## src/rtl/tri_bus_arbiter.sv

```systemverilog
// Round-robin owner sequencer for a shared tri-state bus.
// Exactly one agent drives at a time, every handover leaves the bus floating for
// TURN_CYCLES cycles, and MAX_HOLD bounds how long one agent may keep the bus.
// A grant from idle is issued one cycle after the request is sampled. Grants
// handed over straight from TURN take effect at once, so the float gap stays
// exactly TURN_CYCLES long.
module tri_bus_arbiter #(
    parameter int N_REQ       = 4,
    parameter int MAX_HOLD    = 16,
    parameter int TURN_CYCLES = 1,
    localparam int ID_W       = (N_REQ > 1) ? $clog2(N_REQ) : 1
) (
    input  logic             clk,
    input  logic             rst_n,
    input  logic [N_REQ-1:0] req,
    output logic [N_REQ-1:0] gnt,
    output logic [N_REQ-1:0] drv_en,
    output logic [ID_W-1:0]  owner_id,
    output logic             bus_busy,
    output logic             turn,
    output logic             timeout_err
);

    localparam int HOLD_W = $clog2(MAX_HOLD + 1);
    localparam int TURN_W = $clog2(TURN_CYCLES + 1);
    localparam logic [HOLD_W-1:0] HOLD_LAST = HOLD_W'(MAX_HOLD);
    localparam logic [HOLD_W-1:0] HOLD_ONE  = HOLD_W'(1);
    localparam logic [TURN_W-1:0] TURN_LAST = TURN_W'(TURN_CYCLES);
    localparam logic [TURN_W-1:0] TURN_ONE  = TURN_W'(1);
    localparam logic [ID_W:0]     N_REQ_W   = (ID_W + 1)'(N_REQ);
    localparam logic [ID_W-1:0]   LAST_ID   = ID_W'(N_REQ - 1);
    localparam logic [N_REQ-1:0]  ONE_HOT_0 = N_REQ'(1);

    typedef enum logic [1:0] {
        ST_IDLE = 2'd0,
        ST_OWN  = 2'd1,
        ST_TURN = 2'd2
    } state_t;

    // First requesting agent at or after ptr, wrapping past the last agent.
    function automatic logic [ID_W-1:0] rr_pick(input logic [N_REQ-1:0] r,
                                                input logic [ID_W-1:0]  ptr);
        logic [2*N_REQ-1:0] dbl;
        logic [N_REQ-1:0]   rot;
        logic [ID_W-1:0]    off;
        logic [ID_W:0]      sum;
        dbl = {r, r};
        rot = N_REQ'(dbl >> ptr);
        off = {ID_W{1'b0}};
        for (int k = N_REQ - 1; k >= 0; k--) begin
            if (rot[k]) begin
                off = k[ID_W-1:0];
            end else begin
                off = off;
            end
        end
        sum = {1'b0, ptr} + {1'b0, off};
        sum = (sum >= N_REQ_W) ? (sum - N_REQ_W) : sum;
        return sum[ID_W-1:0];
    endfunction

    // Rotation pointer after granting agent i: the agent just granted goes to the back.
    function automatic logic [ID_W-1:0] next_ptr(input logic [ID_W-1:0] i);
        return (i == LAST_ID) ? {ID_W{1'b0}} : (i + ID_W'(1));
    endfunction

    state_t             state_r, state_s;
    logic [ID_W-1:0]    rr_ptr_r, rr_ptr_s;
    logic [HOLD_W-1:0]  hold_cnt_r, hold_cnt_s;
    logic [TURN_W-1:0]  turn_cnt_r, turn_cnt_s;
    logic               pend_r, pend_s;
    logic [ID_W-1:0]    pend_id_r, pend_id_s;
    logic [ID_W-1:0]    owner_s;
    logic               timeout_s;
    logic [ID_W-1:0]    pick_s;
    logic [N_REQ-1:0]   gnt_r, gnt_s;
    logic [N_REQ-1:0]   drv_en_r;
    logic [ID_W-1:0]    owner_id_r, owner_id_s;
    logic               bus_busy_r, bus_busy_s;
    logic               turn_r, turn_s;
    logic               timeout_err_r;

    // Next state, counters and the registered output values derived from the next state.
    always_comb begin
        state_s    = state_r;
        rr_ptr_s   = rr_ptr_r;
        hold_cnt_s = hold_cnt_r;
        turn_cnt_s = turn_cnt_r;
        pend_s     = pend_r;
        pend_id_s  = pend_id_r;
        owner_s    = owner_id_r;
        timeout_s  = 1'b0;
        pick_s     = rr_pick(req, rr_ptr_r);

        case (state_r)
            ST_IDLE: begin
                if (pend_r) begin
                    state_s    = ST_OWN;
                    owner_s    = pend_id_r;
                    rr_ptr_s   = next_ptr(pend_id_r);
                    hold_cnt_s = HOLD_ONE;
                    pend_s     = 1'b0;
                end else if (|req) begin
                    pend_s    = 1'b1;
                    pend_id_s = pick_s;
                end else begin
                    pend_s = 1'b0;
                end
            end
            ST_OWN: begin
                // A release wins over a timeout landing on the same edge.
                if (!req[owner_id_r]) begin
                    state_s    = ST_TURN;
                    hold_cnt_s = {HOLD_W{1'b0}};
                    turn_cnt_s = TURN_ONE;
                end else if (hold_cnt_r == HOLD_LAST) begin
                    state_s    = ST_TURN;
                    hold_cnt_s = {HOLD_W{1'b0}};
                    turn_cnt_s = TURN_ONE;
                    timeout_s  = 1'b1;
                end else begin
                    hold_cnt_s = hold_cnt_r + HOLD_ONE;
                end
            end
            ST_TURN: begin
                if (turn_cnt_r == TURN_LAST) begin
                    turn_cnt_s = {TURN_W{1'b0}};
                    if (|req) begin
                        state_s    = ST_OWN;
                        owner_s    = pick_s;
                        rr_ptr_s   = next_ptr(pick_s);
                        hold_cnt_s = HOLD_ONE;
                    end else begin
                        state_s = ST_IDLE;
                    end
                end else begin
                    turn_cnt_s = turn_cnt_r + TURN_ONE;
                end
            end
            default: begin
                state_s    = ST_IDLE;
                hold_cnt_s = {HOLD_W{1'b0}};
                turn_cnt_s = {TURN_W{1'b0}};
                pend_s     = 1'b0;
            end
        endcase

        gnt_s      = (state_s == ST_OWN) ? (ONE_HOT_0 << owner_s) : {N_REQ{1'b0}};
        owner_id_s = (state_s == ST_OWN) ? owner_s : {ID_W{1'b0}};
        bus_busy_s = (state_s == ST_OWN);
        turn_s     = (state_s == ST_TURN);
    end

    // State, counters and outputs; reset floats the bus immediately.
    always_ff @(posedge clk or negedge rst_n) begin
        if (!rst_n) begin
            state_r       <= ST_IDLE;
            rr_ptr_r      <= {ID_W{1'b0}};
            hold_cnt_r    <= {HOLD_W{1'b0}};
            turn_cnt_r    <= {TURN_W{1'b0}};
            pend_r        <= 1'b0;
            pend_id_r     <= {ID_W{1'b0}};
            gnt_r         <= {N_REQ{1'b0}};
            drv_en_r      <= {N_REQ{1'b0}};
            owner_id_r    <= {ID_W{1'b0}};
            bus_busy_r    <= 1'b0;
            turn_r        <= 1'b0;
            timeout_err_r <= 1'b0;
        end else begin
            state_r       <= state_s;
            rr_ptr_r      <= rr_ptr_s;
            hold_cnt_r    <= hold_cnt_s;
            turn_cnt_r    <= turn_cnt_s;
            pend_r        <= pend_s;
            pend_id_r     <= pend_id_s;
            gnt_r         <= gnt_s;
            drv_en_r      <= gnt_s;
            owner_id_r    <= owner_id_s;
            bus_busy_r    <= bus_busy_s;
            turn_r        <= turn_s;
            timeout_err_r <= timeout_s;
        end
    end

    assign gnt         = gnt_r;
    assign drv_en      = drv_en_r;
    assign owner_id    = owner_id_r;
    assign bus_busy    = bus_busy_r;
    assign turn        = turn_r;
    assign timeout_err = timeout_err_r;

endmodule
```

## config.mk

```make
export PLATFORM = sky130hd
export DESIGN_NAME = tri_bus_arbiter
export DESIGN_NICKNAME = d
export VERILOG_FILES = /design/src/rtl/tri_bus_arbiter.sv
export SDC_FILE = /design/constraint.sdc
export NUM_CORES = 1
export LEC_CHECK = 0
export BUFFER_PORTS_ARGS = -buffer_cell sky130_fd_sc_hd__buf_4
export CORE_MARGIN = 4
export CORE_UTILIZATION = 60
export CTS_CLUSTER_SIZE = 10
export DETAILED_ROUTE_END_ITERATION = 8
export PLACE_DENSITY = 0.84
export SLEW_MARGIN = 20
export SYNTH_ARGS = -nofsm -noshare
export SYNTH_HDL_FRONTEND = slang
export SYNTH_SLANG_ARGS = --single-unit
```

## constraint.sdc

```tcl
create_clock -name clk -period 3.94 [get_ports clk]
set_input_delay 0.197 -clock clk [delete_from_list [all_inputs] [get_ports clk]]
set_output_delay 0.197 -clock clk [all_outputs]
set_load 0.005 [all_outputs]
```

==> qor.txt <==
synthesis-stage register bit count: 22
Synth Area in Simple Gates: 21.0%
Worst R2R Setup Slack: 1.47 ns
WS Path Type: flop to flop
Max Fclk: 0.404 GHz
number of enable flip-flop cells after synthesis: 0
final weighted congestion in routability-driven placement: 0.874
ranking of synthesized cells by area: dfrtp_1 (37%), ha_1 (6.8%), nor2_1 (4.6%)
Cell Area, Placed: 1570 µm²
via count of the first global-routing pass: 1175
share of cells above drive strength 1: 22.4%
area of the die: 3310 µm²
mean area per synthesized cell: 9.83 µm²
complex-gate fraction of the synthesized area: 22.6%
kind of end point of the critical path: flop
final routed wire length divided by cell count: 15.2 µm
result of the run: finished, final reports clean
adder-cell share of the synthesized area: 6.79%
synthesized cell area: 1470 µm²
CTS root buf: clkbuf_4
die boundary height: 57.6 µm
total via count after detailed routing: 1156
FF-to-FF Start: rr_ptr_r[0]$_DFFE_PN0P_
longest individual stage delay on the worst path: 0.54 ns
largest family of logic cells by synthesized area: compound AO/OA/AOI/OAI gates
clock sink count: 22
Gate power share: 59.2%
slowest cell on the critical path: dfrtp_1
endpoint arrival time on the critical path: 2.69 ns
type of element launching the critical path: flop
Clock Skew: 0.0105 ns
max_slew headroom: 66.8%
power after layout: 1.19 mW
total of fill cells in the finished design: 165
Core Area: 2280 µm²
share of async-settable or async-resettable flops after synthesis: 100%
worst min path class: primary input to asynchronous set/reset pin
die extent in x: 57.6 µm
final count of hold timing violations: 0
pin slew with the least headroom to its limit: 0.494 ns
total detailed-routing wirelength: 2880 µm
area added between synthesis and finish: 8.74%
Initial Utilization: 64.8%
HPWL after detailed placement: 2300 µm
number of buffers inserted during clock tree synthesis: 3
Initial DRT Pass Iterations: 4
area fraction of the dominant cell type after synthesis: 37.4%
max-cap violation count: 0
count of mapped cells out of synthesis: 150
global-route wire length before repair: 4900 µm
Cell Int Power: 0.657 mW
number of setup violations in the final report: 0
number of H-tree levels: 1
count of antenna diodes in the layout: 0
sequential fraction of the synthesis area: 37.4%
part of the power in registers: 32.3%
DRC violation total after the first TritonRoute iteration: 24
critical register-to-register path endpoint: drv_en[1]$_DFF_PN0_
setup repair after global routing missed its margin: no
static leakage: 0.732 nW
average via count per standard cell: 6.12
worst reg-to-reg path cell count: 9
post-route standard cell area excluding fillers: 1600 µm²
clock tree from TritonCTS: yes
fraction of synthesized area in multiplexers: 3.82%
Pins Over Slew Limit: 0
required time at the endpoint of the critical path: 4.16 ns
power per cell area: 741 nW/µm²
number of synthesis warnings: 0
ANT nets after route: 0
cell breakdown of the critical path: nor2_1 > a221o_1 > nand2_1 > o221ai_1 > ha_1 > xor2_1 > nand3_1 > a211o_1 > and3_1
worst-skew pair later-pin latency: 0.31 ns
number of distinct standard cells referenced by the synthesized netlist: 45
Bufs on Longest Clock Path: 2
Switching Fraction: 44.7%
total negative slack: 0 ns
post-synthesis share of cell area spent on xor and xnor gates: 1.19%
antenna violations before repair: 0
DRC: 0
net load switching power: 0.530 mW
crit share post-route: 62.8%
worst voltage drop across the vdd grid: 566 µV
post-layout min period: 2.47 ns
Reg clk slew, reported paths: 0.12 ns
post-CTS setup buffer count: 0
largest area contributor in the synthesized netlist: dfrtp_1
Post-Synthesis Net Count: 164
Clk pwr share: 8.5%
main flop type after synthesis: dfrtp_1
Buffers on Ports: 18
maximum number of pins on one net before global-route repair: 23
maximum net fanout on the critical path: 12
number of standard-cell rows in the floorplan: 17
net count reported at finish: 177
I/O pins: 19
gr usage total: 18.9%
aggregate global routing overflow: 0
==> timing repair <==
item                                   in CTS  in global routing
hold buffers                                1                  0
gates resized for setup                     0                  0
endpoints found under the hold margin      22                  0
==> Yosys cell counts, types with 4 or more instances <==
cell type	number
a21oi_1	5
buf_2	5
buf_4	5
dfrtp_1	22
ha_1	8
inv_1	8
nand2_1	11
nand3_1	5
nor2_1	18
nor2b_1	4
o21ai_0	8
==> through the flow <==
step | std cells | worst slack [ns] | utilization (%) | hold slack, ns
after detailed placement | 185 | 1.50 | 69.0 | 0.100
after global placement | 185 | 1.63 | 69.0 | 0.0944
after CTS | 189 | 1.48 | 70.4 | 0.294
final | 189 | 1.47 | 70.4 | 0.294
after global routing | 189 | 1.25 | 70.4 | 0.317
after floorplan | 150 | 1.69 | - | -0.0986
==> worst max-delay path by stage <==
stage | from | end
after floorplan | rr_ptr_r[0]$_DFFE_PN0P_ | drv_en[1]$_DFF_PN0_
after global placement | rr_ptr_r[0]$_DFFE_PN0P_ | drv_en[1]$_DFF_PN0_
after detailed placement | rr_ptr_r[0]$_DFFE_PN0P_ | drv_en[0]$_DFF_PN0_
after CTS | rr_ptr_r[0]$_DFFE_PN0P_ | drv_en[0]$_DFF_PN0_
after global routing | rr_ptr_r[0]$_DFFE_PN0P_ | drv_en[0]$_DFF_PN0_
final | rr_ptr_r[0]$_DFFE_PN0P_ | drv_en[1]$_DFF_PN0_
==> worst max-delay path, delay by kind of cell (launching register included) <==
| family | cells | cell delay (ns) |
|---|---|---|
| flops | 1 | 0.54 |
| compound gates | 3 | 0.84 |
| fa+ha+maj | 1 | 0.21 |
| xor+xnor | 1 | 0.28 |
| simple gates | 4 | 0.50 |
==> power groups by stage <==
stage / Sequential [mW] / Clock, mW / Combinational (mW)
after global placement: 0.379 / 0 / 0.666
after floorplan: 0.351 / 0 / 0.579
after global routing: 0.395 / 0.119 / 0.775
after CTS: 0.381 / 0.105 / 0.707
after detailed placement: 0.386 / 0 / 0.705
final: 0.384 / 0.101 / 0.703
==> registers in the layout (all words and copies together) (netlist names) <==
signal	cells
owner_id	2
pend_id_r	2
state_r	2
turn_cnt_r	1
turn	1
hold_cnt_r	5
pend_r	1
timeout_err	1
rr_ptr_r	2
drv_en	4
bus_busy	1
==> layer usage <==
layer | global-route usage, % | wire [µm] | up-vias
li1 | - | - | 564
met1 | 21.9 | 1270 | 551
met2 | 32.7 | 1420 | 33
met3 | 3.62 | 136 | 8
met4 | 9.93 | 53 | 0
met5 | 0 | 0 | -
==> area by class of cell <==
cell class	count	area [µm²]	area share, %
timing repair buffer	19	145	9.06
clock buffer	3	22.5	1.41
inverter	9	33.8	2.11
multi-input combinational	108	816	50.9
sequential	22	551	34.3
tap	28	35.0	2.19
==> logic make-up (layout without fill, tap and decap cells) <==
group / after synthesis / after routing
and+or+nand+nor: 56 / 56
AOI/OAI and AO/OA: 38 / 38
muxes: 4 / 4
buffers and inverters: 20 / 31
adders and majority gates: 8 / 8
xor gates and xnor gates: 2 / 2
DFF: 22 / 22
==> cell usage in the layout, fill, tap and decap left out, drive strengths merged, types with 4 or more instances in the layout <==
cell	netlist	layout
nand2	11	11
inv	9	9
a21oi	5	5
o21ai	8	8
a21boi	4	4
dfrtp	22	22
nand3	5	5
nor2b	4	4
buf	11	18
nor2	19	19
ha	8	8
Note: power is estimated with default switching activity, not from simulation.
